File: config.mk
export PLATFORM = sky130hd
export DESIGN_NAME = rf_access_arbiter
export DESIGN_NICKNAME = d
export VERILOG_FILES = /design/src/rtl/rf_arb_pkg.sv /design/src/rtl/rf_rr_write_arbiter.sv /design/src/rtl/rf_access_arbiter.sv
export SDC_FILE = /design/constraint.sdc
export NUM_CORES = 1
export LEC_CHECK = 0
export CORE_AREA = 2 2 102 104
export CTS_CLUSTER_SIZE = 25
export DETAILED_ROUTE_END_ITERATION = 12
export DIE_AREA = 0 0 104 106
export PLACE_DENSITY = 0.64
export SLEW_MARGIN = 20
export SYNTH_ARGS = -nofsm -noshare
export SYNTH_HDL_FRONTEND = slang
export SYNTH_SLANG_ARGS = --single-unit
File: constraint.sdc
create_clock -name clk -period 1.9 [get_ports clk]
set_clock_uncertainty 0.15 [all_clocks]
set_input_delay 0.475 -clock clk [delete_from_list [all_inputs] [get_ports clk]]
set_output_delay 0.475 -clock clk [all_outputs]
set_load 0.05 [all_outputs]
File: src/rtl/rf_arb_pkg.sv
// rf_arb_pkg: shared state and priority types for the register-file access arbiter
package rf_arb_pkg;
    typedef enum logic {INIT, RUN} rf_arb_state_t;
    typedef enum logic {PRIO_A, PRIO_B} rf_prio_t;
endpackage

File: src/rtl/rf_rr_write_arbiter.sv
// rf_rr_write_arbiter: two-way round-robin write grant; priority flips only on contention
module rf_rr_write_arbiter
    import rf_arb_pkg::*;
(
    input  logic clk,
    input  logic reset,
    input  logic a_req,
    input  logic b_req,
    output logic a_gnt,
    output logic b_gnt
);
    rf_prio_t prio;

    // a lone request always wins; on contention the priority holder wins
    always_comb begin
        a_gnt = a_req && (!b_req || prio == PRIO_A);
        b_gnt = b_req && (!a_req || prio == PRIO_B);
    end

    // hand priority to the loser whenever both requesters compete
    always_ff @(posedge clk or posedge reset) begin
        if (reset)
            prio <= PRIO_A;
        else if (a_req && b_req)
            prio <= (prio == PRIO_A) ? PRIO_B : PRIO_A;
    end
endmodule

File: src/rtl/rf_access_arbiter.sv
// rf_access_arbiter: shares a 2R/1W register file between two requesters, with zero-fill sweep
module rf_access_arbiter
    import rf_arb_pkg::*;
#(
    parameter  int N  = 32,
    parameter  int M  = 32,
    localparam int AW = $clog2(M)
) (
    input  logic          clk,
    input  logic          reset,
    input  logic          clr,
    output logic          busy,
    input  logic          a_valid,
    input  logic          a_we,
    input  logic [AW-1:0] a_addr,
    input  logic [N-1:0]  a_wdata,
    output logic          a_ready,
    output logic          a_rvalid,
    output logic [N-1:0]  a_rdata,
    input  logic          b_valid,
    input  logic          b_we,
    input  logic [AW-1:0] b_addr,
    input  logic [N-1:0]  b_wdata,
    output logic          b_ready,
    output logic          b_rvalid,
    output logic [N-1:0]  b_rdata,
    output logic          rf_we,
    output logic [AW-1:0] rf_rw,
    output logic [N-1:0]  rf_data_in,
    output logic [AW-1:0] rf_r1,
    output logic [AW-1:0] rf_r2,
    input  logic [N-1:0]  rf_q1,
    input  logic [N-1:0]  rf_q2
);
    rf_arb_state_t state;
    logic [AW-1:0] cnt;
    logic          run_ok;
    logic          a_gnt;
    logic          b_gnt;

    assign run_ok = (state == RUN) && !clr;

    rf_rr_write_arbiter u_wr_arb (
        .clk   (clk),
        .reset (reset),
        .a_req (run_ok && a_valid && a_we),
        .b_req (run_ok && b_valid && b_we),
        .a_gnt (a_gnt),
        .b_gnt (b_gnt)
    );

    // acceptance and register-file port drive; the sweep owns the write port in INIT
    always_comb begin
        a_ready    = run_ok && !(a_valid && a_we && !a_gnt);
        b_ready    = run_ok && !(b_valid && b_we && !b_gnt);
        rf_we      = (state == INIT) || a_gnt || b_gnt;
        rf_rw      = (state == INIT) ? cnt : a_gnt ? a_addr : b_gnt ? b_addr : '0;
        rf_data_in = a_gnt ? a_wdata : b_gnt ? b_wdata : '0;
        rf_r1      = a_addr;
        rf_r2      = b_addr;
        a_rdata    = rf_q1;
        b_rdata    = rf_q2;
    end

    // sweep FSM: INIT walks every entry once, clr in RUN starts a new sweep
    always_ff @(posedge clk or posedge reset) begin
        if (reset) begin
            state <= INIT;
            cnt   <= '0;
            busy  <= 1'b1;
        end else if (state == INIT) begin
            cnt <= cnt + 1'b1;
            if (cnt == AW'(M - 1)) begin
                state <= RUN;
                cnt   <= '0;
                busy  <= 1'b0;
            end
        end else if (clr) begin
            state <= INIT;
            busy  <= 1'b1;
        end
    end

    // read data arrives one cycle after acceptance, matching the registered RF read
    always_ff @(posedge clk or posedge reset) begin
        if (reset) begin
            a_rvalid <= 1'b0;
            b_rvalid <= 1'b0;
        end else begin
            a_rvalid <= a_valid && !a_we && a_ready;
            b_rvalid <= b_valid && !b_we && b_ready;
        end
    end
endmodule

* Word-level counts from Yosys, hierarchy flattened *
Cells that the tools add are included.

word-level totals
  flip-flop bits (word level) = 10
  bits of input ports = 145
  output and inout port bits = 117
  word-level logic and storage cells = 57

cells by class
  add/sub/neg operators = 1
  equal/unequal tests = 2
  muxes and demuxes = 13
  bitwise logic cells = 2
  reduce and logical (&&, ||, !) cells = 33

operators with widths
  kind                                                            number
  32-bit two-way mux                                              2
  5-bit two-way mux                                               4
  1-bit logical AND                                               18
  1-bit zero test                                                 9
  1-bit two-way mux                                               7
  5-bit by 1-bit adder with 5-bit output (second input constant)  1
  5-bit == test (second input constant)                           1
  1-bit logical OR                                                4
  2-bit != test (second input constant)                           1
  1-bit NOT                                                       2
  2-bit AND reduction                                             1
  2-bit nonzero test                                              1

* Longest topological paths before layout *
  word-level depth = 12
  depth in mapped cells = 6
  gate-level depth less buffers = 6

* Cells and area by module *
From an unflattened synthesis, not the netlist that was laid out.

second synthesis, totals
  cells, all modules = 182
  area total of the unflattened synthesis = 1551.5 um^2

by module, submodules not included
  module               times used  cells each  area each (um^2)  sequential area each (um^2)
  rf_access_arbiter    1           175         1491.4            226.5
  rf_rr_write_arbiter  1           7           60.1              25.0

* Worst setup path after synthesis *
Ideal clock, no wire load.

  kind = input-to-output
  start point = in clr
  end point = out rf_rw[3]
  arrival time = 2.021 ns
  data required time = 1.275 ns
  path slack = -0.746 ns
  stages on the path = 4
  path buffers = 1
  cell sequence = nand2b_4 > buf_6 > or4b_1 > a31oi_1

on the way
  word-level cells in the longest chain between the ends = 10
  elaborated cells on any way between the ends = 15
  those cells by class = mux: 3; reduce/logical: 12

RTL lines
  item                               RTL line                   text
  start, declared                    rf_access_arbiter.sv:11    input logic clr,
  1-bit zero test *                  rf_access_arbiter.sv:41    assign run_ok = (state == RUN) && !clr;
  1-bit logical AND *                rf_access_arbiter.sv:41
  1-bit logical AND (2 in series)    rf_access_arbiter.sv:46    .a_req (run_ok && a_valid && a_we),
  1-bit zero test                    rf_rr_write_arbiter.sv:17  b_gnt = b_req && (!a_req || prio == PRIO_B);
  1-bit logical OR                   rf_rr_write_arbiter.sv:17
  1-bit logical AND                  rf_rr_write_arbiter.sv:17
  5-bit two-way mux                  rf_access_arbiter.sv:57    rf_rw = (state == INIT) ? cnt : a_gnt ? a_addr : b_gnt ? b_addr : '0;
  5-bit two-way mux * (2 in series)  rf_access_arbiter.sv:57
  end, declared                      rf_access_arbiter.sv:28    output logic [AW-1:0] rf_rw,

Every way passes the cells marked *; elsewhere a longest branch is shown, timed or not.

* Worst setup path after layout *
  start point = reg u_wr_arb.prio
  end point = out rf_rw[3]

on the way
  word-level cells in the longest chain between the ends = 5
  elaborated cells on any way between the ends = 8
  those cells by class = mux: 3; bitwise: 1; reduce/logical: 4

RTL lines
  item                                                    RTL line                                              text
  start, declared                                         rf_rr_write_arbiter.sv:12                             rf_prio_t prio;
  start signal, assigned                                  rf_rr_write_arbiter.sv:25                             prio <= (prio == PRIO_A) ? PRIO_B : PRIO_A;
  1-bit logical OR or 1-bit NOT (tied branches)           rf_rr_write_arbiter.sv:17, rf_rr_write_arbiter.sv:16
  1-bit logical AND or 1-bit logical OR (tied branches)   rf_rr_write_arbiter.sv:17, rf_rr_write_arbiter.sv:16
  5-bit two-way mux or 1-bit logical AND (tied branches)  rf_access_arbiter.sv:57, rf_rr_write_arbiter.sv:16
  5-bit two-way mux * (2 in series)                       rf_access_arbiter.sv:57

Marks and branches as above.

==> metrics.md <==
| Metric | Value |
|---|---|
| Status | finished with violations |
| Failing checks | setup timing |
| Leakage | roughly 1.6 nW |
| Overall power | between 0.002 and 0.003 W |
| # port buffers | 133 |
| CP max stage cell | or4b_4 |
| Final Net Count | 418 |
| Largest area contributor in the netlist | buf_4 |
| Avg Inst Size Synth | around 8.6 sq um |
| First-pass GRT wire length | 9.75 mm |
| Critical Path Fanout Max | 3 |
| Vias in the first global route | 1800 |
| Sequential fraction of the synthesis area | approximately 16% |
| CTS root buffer | clkbuf_8 |
| CP Launch Point | u_wr_arb.prio$_DFFE_PP0P_ |
| CP required | 1270 ps |
| Yosys warning count | 0 |
| Setup tns final | -12970 ps |
| Worst EP arrival | 1700 ps |
| Area contributors post-synth | buf_4 36%, a22o_1 18%, dfrtp_1 15% |
| Final worst setup slack | -429 ps |
| Fillers | 953 |
| MaxCap Viol Count | 0 |
| Normalized max-slew margin | 74.4% |
| RSZ-0062 raised after global routing | true |
| Mapped Nets | 324 |
| CP Capture Type | primary output |
| Placeable Area | 0.0100 sq mm |
| Worst min path class | reg2reg |
| Pre-antenna DRT Iters | 4 |
| Mux cell area share after synthesis | 1.48% |
| Critical path's largest stage delay | 530 ps |
| Largest net degree at the start of global routing | 18 |
| Simple-Gate Fraction of Synth Area | 10.8% |
| Compound-gate portion of the synthesized area | between 20% and 30% |
| Top cell family by delay on the critical path | simple AND/OR/NAND/NOR gates |
| Synth Register Bits | 10 |
| Final hold vios | 0 |
| Xor and xnor area share after synthesis | 0.574% |
| VDD IR max | 0.314 mV |
| Adder-cell area share of the yosys netlist | 1.64% |
| Final Cycle Share | 123% |
| Critical path type | reg2out |
| Register area | 251 sq um |
| Post-DP HPWL | 4.84 mm |
| Most frequent cells in the layout | 73 x clkdlybuf4s50_1, 59 x buf_12, 32 x a22o_4 |
| Die Y | 106 microns |
| Clk buf depth | 2 |
| CTS tree | done |
| Critical R2R Launch | cnt[0]$_DFFE_PP0N_ |
| FMAX | 0.429 GHz |
| Final WL | around 6.5 mm |
| Initial Util | 15.3% |
| CTS H-Tree Depth | 1 |
| Tightest Pin Transition | 384 ps |
| Die Wd | 104 microns |
| Post-route cell area | 0.00378 sq mm |
| Largest family of logic cells by synthesized area | buffers and inverters |
| Site Rows | 37 |
| CTS Buf Count | 3 |
| Antenna violations before repair | 0 |
| CTS Hold Bufs | 0 |
| Area of the die | 0.0110 sq mm |
| Area of the multi-input gates | 971 sq um |
| I/O Pins | 262 |
| Syn Inst Count | 177 |
| Final setup fails | 40 |
| GR Overflow Total | 0 |
| P&R area growth vs syn | 148% |
| Area after DPL | between 0.003 and 0.004 sq mm |
| GRT Total Usage | 11.2% |
| Cell Count, Final, Fillers Out | 406 |
| Pre-CTS setup slack | -826 ps |
| Ant. Diodes | 0 |
| Tmin final | 2330 ps |
| Post-synthesis cell area | 0.00153 sq mm |
| Total number of vias | ~1.6k |
| Final Slew Violations | 0 |
| Clock-pin slew on the worst setup and hold paths | 50 ps |
| Dpl cells | 383 |
| GPL Wtd Cong | 0.820 |
| Synth cell types | 28 |
| DRC errors left | 0 |
| Share of layout cells above drive strength 1 | 56.7% |
| Clock Sinks | 10 |
| Vias/cell | 4.00 |
| Starting DRT DRC Count | 50 |
| Pwr Density | around 660 mW/mm^2 |
| Antenna Nets Post-Route | 0 |
| CP bufs+invs | 1 |
| Hold Crit Start | cnt[3]$_DFFE_PP0N_ |
| Startpoint types | flop |
| Post-synth top area share | 36.4% |
| CP cell instances | and3_4 > or4b_4 > a31oi_4 > buf_12 |
| Wire per inst | 15.9 microns |
| Commonest non-fill, non-tap cell in the layout | clkdlybuf4s50_1 |
| Clk_lat worst skew | 230 ps |
## state kept, by name, summed over array words and instances, names as in the netlist
signal and flops:
cnt 5, a_rvalid 1, b_rvalid 1, busy 1
state 1, u_wr_arb.prio 1
## worst register-to-register path: stages (launching register included)
cell	delay (ps)
dfrtp_1	440
ha_1	260
and3_1	180
ha_1	230
nor2_1	140
nand4_1	100
o21ai_0	140
## worst paths after layout
path,end,slack [ps],depth (start not counted)
min reg2reg,cnt[3]$_DFFE_PP0N_,350,1
max,rf_rw[3],-430,4
min in group asynchronous,cnt[0]$_DFFE_PP0N_,390,2
max reg2reg,cnt[3]$_DFFE_PP0N_,190,6
max in group asynchronous,busy$_DFFE_PP1P_,900,2
min,cnt[3]$_DFFE_PP0N_,350,1
## cells in the mapped netlist
cell type,count
xnor2_1,1
inv_1,4
buf_2,4
nor3_1,1
buf_4,74
a221o_1,4
or3_1,1
a311oi_4,1
nor3_2,1
o21ai_0,4
nand4_1,2
nor3b_1,3
ha_1,2
a22o_1,32
a21o_1,1
buf_6,5
a21oi_1,4
nand2_1,3
nor2b_1,4
a31oi_1,2
dfstp_2,1
dfrtp_1,9
or4b_1,1
nand2b_4,1
mux2_2,2
nor2_1,7
and3_1,2
and4b_1,1
## where the power goes
group          internal [W]  leakage, nW  total (W)  switching (W)
Combinational      0.000984         1.49    0.00186       0.000873
Clock              0.000181       0.0288   0.000257      0.0000753
Sequential         0.000299        0.121   0.000389      0.0000907
## metal layers
metal / vias to the layer above / track usage, % / share of wire [%]
met4: 0 / 2.12 / 1.1
met2: 104 / 22.0 / 55
met5: - / 0 / 0
li1: 747 / - / -
met1: 763 / 11.1 / 35
met3: 12 / 4.41 / 9.1
## cell type report
| class | instances | share of cell area [%] |
|---|---|---|
| timing repair buffer | 172 | 61.3 |
| inverter | 4 | 0.397 |
| multi-input combinational | 80 | 25.7 |
| tap | 136 | 4.50 |
| sequential | 10 | 6.65 |
| clock buffer | 4 | 1.46 |
## logic make-up (layout without fill, tap and decap cells)
kind of cell               Yosys count  count (layout)
DFF                                 10              10
xor gates and xnor gates             1               1
adders and majority gates            2               2
AOI/OAI and AO/OA                   48              48
muxes                                2               2
buffers and inverters               87             180
and+or+nand+nor                     27              27
## per-stage QoR
stage,util [%],hold WS (ps)
floorplan,-,164
finish,37.8,354
global placement,33.9,352
detailed placement,33.9,348
global route,37.8,388
CTS,38.7,356
## timing repair
item,in CTS,in global routing
cloned,7,1
pin swaps,12,11
buffers inserted,14,4
gates resized for setup,51,11
setup endpoints to repair,40,41
Note: power is estimated with default switching activity, not from simulation.
